### config.mk
export PLATFORM = sky130hd
export DESIGN_NAME = blue_exec_unit
export DESIGN_NICKNAME = d
export VERILOG_FILES = /design/src/rtl/blue_exec_unit.sv
export SDC_FILE = /design/constraint.sdc
export NUM_CORES = 1
export LEC_CHECK = 0
export BUFFER_PORTS_ARGS = -buffer_cell sky130_fd_sc_hd__buf_2
export CAP_MARGIN = 40
export CORE_MARGIN = 1.5
export CORE_UTILIZATION = 55
export DETAILED_ROUTE_END_ITERATION = 8
export PLACE_DENSITY = 0.88
export SYNTH_ARGS = -nofsm -noshare
export SYNTH_HDL_FRONTEND = slang
export SYNTH_SLANG_ARGS = --single-unit
export TNS_END_PERCENT = 1
### constraint.sdc
create_clock -name clk -period 9.6 [get_ports clk]
set_clock_uncertainty 0.15 [all_clocks]
set_input_delay 0.48 -clock clk [delete_from_list [all_inputs] [get_ports clk]]
set_output_delay 0.48 -clock clk [all_outputs]
set_load 0.05 [all_outputs]
### src/rtl/blue_exec_unit.sv
// Blue execution unit: RA/RB register pair with a one-instruction valid/ready port,
// single-cycle ALU operations and iterative one-bit-per-cycle shifts.
module blue_exec_unit #(
  parameter int WIDTH = 16,
  parameter int INS_W = 16,
  parameter int SHW   = 4
) (
  input  logic             clk,
  input  logic             reset,
  input  logic             ins_valid,
  output logic             ins_ready,
  input  logic [INS_W-1:0] ins,
  input  logic             ld_a,
  input  logic             ld_b,
  input  logic [WIDTH-1:0] ld_data,
  output logic [WIDTH-1:0] RA_OUT,
  output logic [WIDTH-1:0] RB_OUT,
  output logic             busy,
  output logic             done,
  output logic             flag_z,
  output logic             flag_c,
  output logic             flag_n,
  output logic             illegal,
  output logic             ld_err,
  output logic [1:0]       o_dbg_state
);

  // Handshake: an instruction transfers on a rising edge where ins_valid and
  // ins_ready are both high; ins is sampled only on that edge. ins_ready is
  // held low while busy and whenever a load is requested, so loads win.

  localparam logic [3:0] OP_NOP  = 4'd0;
  localparam logic [3:0] OP_ADD  = 4'd1;
  localparam logic [3:0] OP_SUB  = 4'd2;
  localparam logic [3:0] OP_OR   = 4'd3;
  localparam logic [3:0] OP_AND  = 4'd4;
  localparam logic [3:0] OP_XOR  = 4'd5;
  localparam logic [3:0] OP_SHR  = 4'd6;
  localparam logic [3:0] OP_SHL  = 4'd7;
  localparam logic [3:0] OP_ROR  = 4'd8;
  localparam logic [3:0] OP_MOV  = 4'd9;
  localparam logic [3:0] OP_EXCH = 4'd10;
  localparam logic [3:0] OP_SAR  = 4'd11;

  localparam logic [SHW-1:0] CNT_ONE = SHW'(1);

  typedef enum logic [1:0] {
    S_IDLE  = 2'd0,
    S_EXEC  = 2'd1,
    S_SHIFT = 2'd2
  } state_t;

  state_t           r_state;
  state_t           w_state_nxt;
  logic [3:0]       r_op;
  logic [SHW-1:0]   r_cnt;
  logic [WIDTH-1:0] r_ra;
  logic [WIDTH-1:0] r_rb;
  logic             r_z;
  logic             r_c;
  logic             r_n;
  logic             r_shc;
  logic             r_done;
  logic             r_illegal;
  logic             r_ld_err;

  logic             w_ins_ready;
  logic             w_busy;
  logic             w_accept;
  logic             w_finish;
  logic [3:0]       w_ins_op;
  logic             w_ins_is_shift;
  logic             w_unused_ins;

  logic [WIDTH:0]   w_add;
  logic [WIDTH:0]   w_sub;
  logic [WIDTH-1:0] w_alu_ra;
  logic [WIDTH-1:0] w_alu_rb;
  logic             w_alu_c;
  logic             w_alu_ill;
  logic [WIDTH-1:0] w_sh_ra;
  logic             w_sh_out;

  assign w_ins_op       = ins[INS_W-1 -: 4];
  assign w_ins_is_shift = (w_ins_op == OP_SHR) || (w_ins_op == OP_SHL) ||
                          (w_ins_op == OP_ROR) || (w_ins_op == OP_SAR);
  assign w_unused_ins   = ^ins;
  assign w_accept       = ins_valid & w_ins_ready;
  assign w_finish       = (r_state == S_EXEC) || ((r_state == S_SHIFT) && (r_cnt == '0));

  // State register
  always_ff @(posedge clk) begin
    if (reset) begin
      r_state <= S_IDLE;
    end else begin
      r_state <= w_state_nxt;
    end
  end

  // Next-state logic
  always_comb begin
    w_state_nxt = r_state;
    case (r_state)
      S_IDLE: begin
        if (w_accept) begin
          w_state_nxt = w_ins_is_shift ? S_SHIFT : S_EXEC;
        end
      end
      S_EXEC:  w_state_nxt = S_IDLE;
      S_SHIFT: begin
        if (r_cnt == '0) begin
          w_state_nxt = S_IDLE;
        end
      end
      default: w_state_nxt = S_IDLE;
    endcase
  end

  // FSM outputs
  always_comb begin
    w_ins_ready = 1'b0;
    w_busy      = 1'b1;
    if (r_state == S_IDLE) begin
      w_ins_ready = ~ld_a & ~ld_b;
      w_busy      = 1'b0;
    end
  end

  assign w_add = {1'b0, r_ra} + {1'b0, r_rb};
  assign w_sub = {1'b0, r_ra} - {1'b0, r_rb};

  // Retirement result; shift opcodes only retire from SHIFT, carrying the last bit out.
  always_comb begin
    w_alu_ra  = r_ra;
    w_alu_rb  = r_rb;
    w_alu_c   = 1'b0;
    w_alu_ill = 1'b0;
    case (r_op)
      OP_NOP:  ;
      OP_ADD:  begin w_alu_ra = w_add[WIDTH-1:0]; w_alu_c = w_add[WIDTH]; end
      OP_SUB:  begin w_alu_ra = w_sub[WIDTH-1:0]; w_alu_c = w_sub[WIDTH]; end
      OP_OR:   w_alu_ra = r_ra | r_rb;
      OP_AND:  w_alu_ra = r_ra & r_rb;
      OP_XOR:  w_alu_ra = r_ra ^ r_rb;
      OP_SHR, OP_SHL, OP_ROR, OP_SAR: w_alu_c = r_shc;
      OP_MOV:  w_alu_rb = r_ra;
      OP_EXCH: begin w_alu_ra = r_rb; w_alu_rb = r_ra; end
      default: w_alu_ill = 1'b1;
    endcase
  end

  // One-bit shift step
  always_comb begin
    w_sh_ra  = r_ra;
    w_sh_out = 1'b0;
    case (r_op)
      OP_SHR:  begin w_sh_ra = {1'b0, r_ra[WIDTH-1:1]};       w_sh_out = r_ra[0]; end
      OP_SAR:  begin w_sh_ra = {r_ra[WIDTH-1], r_ra[WIDTH-1:1]}; w_sh_out = r_ra[0]; end
      OP_ROR:  begin w_sh_ra = {r_ra[0], r_ra[WIDTH-1:1]};    w_sh_out = r_ra[0]; end
      OP_SHL:  begin w_sh_ra = {r_ra[WIDTH-2:0], 1'b0};       w_sh_out = r_ra[WIDTH-1]; end
      default: ;
    endcase
  end

  // Datapath and status registers
  always_ff @(posedge clk) begin
    if (reset) begin
      r_op      <= OP_NOP;
      r_cnt     <= '0;
      r_ra      <= '0;
      r_rb      <= '0;
      r_z       <= 1'b0;
      r_c       <= 1'b0;
      r_n       <= 1'b0;
      r_shc     <= 1'b0;
      r_done    <= 1'b0;
      r_illegal <= 1'b0;
      r_ld_err  <= 1'b0;
    end else begin
      r_done    <= w_finish;
      r_illegal <= w_finish & w_alu_ill;
      r_ld_err  <= w_busy & (ld_a | ld_b);
      if (r_state == S_IDLE) begin
        if (ld_a) r_ra <= ld_data;
        if (ld_b) r_rb <= ld_data;
        if (w_accept) begin
          r_op  <= w_ins_op;
          r_cnt <= ins[SHW-1:0];
          r_shc <= 1'b0;
        end
      end else if (w_finish) begin
        r_ra <= w_alu_ra;
        r_rb <= w_alu_rb;
        r_z  <= (w_alu_ra == '0);
        r_c  <= w_alu_c;
        r_n  <= w_alu_ra[WIDTH-1];
      end else begin
        r_ra  <= w_sh_ra;
        r_shc <= w_sh_out;
        r_cnt <= r_cnt - CNT_ONE;
      end
    end
  end

  assign ins_ready   = w_ins_ready;
  assign busy        = w_busy;
  assign RA_OUT      = r_ra;
  assign RB_OUT      = r_rb;
  assign flag_z      = r_z;
  assign flag_c      = r_c;
  assign flag_n      = r_n;
  assign done        = r_done;
  assign illegal     = r_illegal;
  assign ld_err      = r_ld_err;
  assign o_dbg_state = r_state;

endmodule

==> results.txt <==
----------------------------------------------------
[Synth]
  Proportion of netlist area held by the largest area contributor ... 18.49%
  Most frequent cell after synthesis ... sky130_fd_sc_hd__nor2_1
  Post-synthesis sequential element count ... 49
  Instance count of the mapped netlist ... 765
  Count of cell types in the netlist ... 69
  Cell type with the highest aggregate area in the netlist ... sky130_fd_sc_hd__dfxtp_1
  Number of synthesized flops with an enable pin ... 0
  Netlist Area Pre-Place ... 0.005305 mm²
  Number of nets produced by synthesis ... 858
  Synth Area per Inst ... 6.935 µm²
  Top post-synthesis cells by area ... sky130_fd_sc_hd__dfxtp_1, sky130_fd_sc_hd__ha_1, sky130_fd_sc_hd__nor2_1
  Async set-reset flop share out of synthesis ... 0%
  Synthesis Warnings ... 0
  Post-synthesis sequential area ratio ... 18.49%
  Most used flip-flop cell after synthesis ... sky130_fd_sc_hd__dfxtp_1
  Post-synth top cells ... sky130_fd_sc_hd__nor2_1, sky130_fd_sc_hd__nand2_1, sky130_fd_sc_hd__a21oi_1

[Status]
  Outcome ... completed

[Global route]
  Initial antenna violation count ... 0
  Wire length of the first global-routing pass ... 28,890 µm
  Largest net degree at the start of global routing ... 50
  Total routing resource utilization after global routing ... 35.58%
  Vias in the first global route ... 5,675
  Total global routing overflow ... 0

[Min path]
  Worst hold path cell count ... 3
  Hold path startpoint ... ins[15]
  Class of the tightest hold or removal check ... in2reg

[Pwr]
  Power per cell area ... 120.1 mW/mm²
  Lkg Pwr ... 2.440 nW
  Total power consumption of the routed design ... 0.7017 mW
  Worst vdd rail ir drop ... 0.08990 mV

[Routing]
  Routed metal-1 wire length ... 7318 µm
  Sum of met3 wire segment lengths after detailed routing ... 2118 µm
  Highest routing layer actually used ... met4
  Routed Wire Length ... 18,010 µm
  Drt drc ... 0
  Via-per-instance ratio ... 6.706
  Detailed-route wire length per cell ... 19.26 µm
  Vias ... 6,270
  Detailed Routing Iterations Pass 1 ... 6
  Count of routing violations after the opening detailed-route iteration ... 785
  Antenna-violating nets left ... 0
  Met2 wire len ... 7837 µm

[Floorplanning]
  # rows ... 35
  I/O Pins ... 79
  Initial core utilization ... 57.14%
  Core box area ... 0.009284 mm²
  Vert. Die Dim ... 101.2 µm
  Die Outline Area ... 0.01024 mm²
  Width of the die ... 101.2 µm

[CTS]
  Clock transition at the registers of the reported paths ... 0.10 ns
  Buffer depth of the longest clock path ... 2
  Number of buffers created by CTS ... 5
  TritonCTS clock tree ... done
  Master cell of the clock root buffer ... sky130_fd_sc_hd__clkbuf_8
  Worst-skew pair later-pin latency ... 0.31 ns
  Htree depth ... 2
  Number of buffers inserted by post-CTS setup repair ... 0
  Quantity of hold-fixing buffers added after cts ... 0
  # resized after CTS ... 0
  Clk sink count ... 49

[STA]
  Count of endpoints failing hold in the final timing report ... 0
  Slew headroom ... 34.32%
  Number of endpoints failing setup at the final stage ... 0
  Min Tclk post-route ... 4.993 ns
  Number of slew-limit violations in the final report ... 0
  Highest clock frequency the design can meet ... 200.3 MHz
  Period utilization ... 52.01%
  Setup TNS ... 0 ns
  Transition at the pin with the smallest max-transition slack ... 0.9852 ns
  Smallest setup slack after layout ... 4.607 ns
  RSZ-0062 raised after global routing ... false
  Worst hold slack ... 0.2878 ns

[Final layout]
  Relative area change from synthesis to final layout ... 10.12%
  Post-route insts no fill ... 935
  Final Net Count ... 898
  # diodes ... 0
  Fraction of final layout cells with drive strength greater than 1 ... 12.90%

[Job]
  Total of max-cap violations ... 0

[Placement]
  Number of buffer cells added on primary ports ... 70
  Post-placement worst setup slack ... 4.839 ns
  Weighted congestion reported at the end of routability-driven placement ... 1.045
  Post-detail-place hpwl ... 12,930 µm
  Cell count after placement ... 926

[Critical path]
  Startpoint kind of the worst setup timing path ... flip-flop
  Timing startpoint of the critical path ... r_op[1]
  Cells on worst reg2reg path ... 10
  Worst R2R Start ... r_op[1]
  Worst setup EP type ... flip-flop
  Capture instance of the worst register-to-register path ... flag_z
  Type of the worst setup path ... reg2reg
  Required time reported for the critical path endpoint ... 9.69 ns
  WP data arrival ... 5.08 ns
  Biggest fanout along the worst timing path ... 20
  Endpoint of the worst setup timing path ... flag_z
  Reg2Reg Setup Slack ... 4.61 ns

----------------------------------------------------
worst min path at each step:
| stage | endpoint |
|---|---|
| after CTS | r_cnt[0] |
| after global placement | flag_n |
| after floorplan | r_shc |
| after detailed placement | flag_n |
| after global routing | r_op[3] |
| final | r_op[3] |
power breakdown:
group          leakage, nW  switching (mW)  internal, mW
clock network       0.0554          0.0740        0.0784
registers            0.404          0.0274         0.216
logic                 1.98           0.207        0.0993
logic make-up after synthesis:
group                      share of synthesized area, %
xor gates and xnor gates                          1.156
buffers and inverters                             7.689
muxes                                            0.9670
AOI/OAI and AO/OA                                 33.96
DFF                                               18.49
and+or+nand+nor                                   24.25
adders and majority gates                         13.49
area by class of cell:
type | count | area (µm²)
timing repair buffer | 82 | 455.4
tap | 129 | 161.4
fill | 858 | 3442
multi-input combinational | 613 | 3930
sequential | 49 | 980.9
clock inverter | 2 | 38.79
inverter | 54 | 202.7
clock buffer | 6 | 72.57
per-stage QoR:
stage / instance area, µm² / util (%)
floorplan: 5305 / -
global placement: 5693 / 61.32
detailed placement: 5715 / 61.56
CTS: 5827 / 62.76
global route: 5842 / 62.92
finish: 5842 / 62.92
flip-flops by register name, summed over array words and instances, names as in the netlist, 2 cells and up:
register and count:
r_op 4, r_cnt 4, RB_OUT 16, RA_OUT 16, o_dbg_state 2
layer usage:
layer	global-route usage [%]	vias to the layer above
li1	-	2873
met1	48.73	2854
met2	54.88	457
met3	5.797	86
met4	16.45	0
met5	0	-
critical path, stage by stage, from the launching register on:
cell                       delay, ns
sky130_fd_sc_hd__dfxtp_1        0.79
sky130_fd_sc_hd__and2b_1        0.62
sky130_fd_sc_hd__nand2_1        0.26
sky130_fd_sc_hd__and2_1         0.43
sky130_fd_sc_hd__a222oi_1       0.33
sky130_fd_sc_hd__a21boi_0       0.40
sky130_fd_sc_hd__nand4_1        0.19
sky130_fd_sc_hd__or4b_1         0.51
sky130_fd_sc_hd__or4b_1         0.54
sky130_fd_sc_hd__or4_1          0.49
sky130_fd_sc_hd__o31ai_2        0.20
layout by cell type (no fill, tap or decap), types with 5 or more instances in the layout:
master / instances
sky130_fd_sc_hd__nor2_1: 104
sky130_fd_sc_hd__nand2_1: 86
sky130_fd_sc_hd__buf_2: 70
sky130_fd_sc_hd__a21oi_1: 67
sky130_fd_sc_hd__inv_1: 54
sky130_fd_sc_hd__ha_1: 54
sky130_fd_sc_hd__dfxtp_1: 49
sky130_fd_sc_hd__o21ai_0: 42
sky130_fd_sc_hd__a311oi_1: 18
sky130_fd_sc_hd__a211oi_1: 17
sky130_fd_sc_hd__nor3_1: 16
sky130_fd_sc_hd__nand2b_1: 14
sky130_fd_sc_hd__nand3_1: 12
sky130_fd_sc_hd__o22ai_1: 12
sky130_fd_sc_hd__a32oi_1: 10
sky130_fd_sc_hd__a31oi_1: 10
sky130_fd_sc_hd__buf_4: 10
sky130_fd_sc_hd__nor2b_1: 8
sky130_fd_sc_hd__a22oi_1: 8
sky130_fd_sc_hd__o221ai_1: 7
sky130_fd_sc_hd__o211ai_1: 7
sky130_fd_sc_hd__a2111oi_0: 7
sky130_fd_sc_hd__a222oi_1: 6
sky130_fd_sc_hd__a2bb2oi_1: 6
sky130_fd_sc_hd__nor3b_1: 5
sky130_fd_sc_hd__o31ai_1: 5
sky130_fd_sc_hd__and3_1: 5
sky130_fd_sc_hd__clkbuf_8: 5
Note: power is estimated with default switching activity, not from simulation.
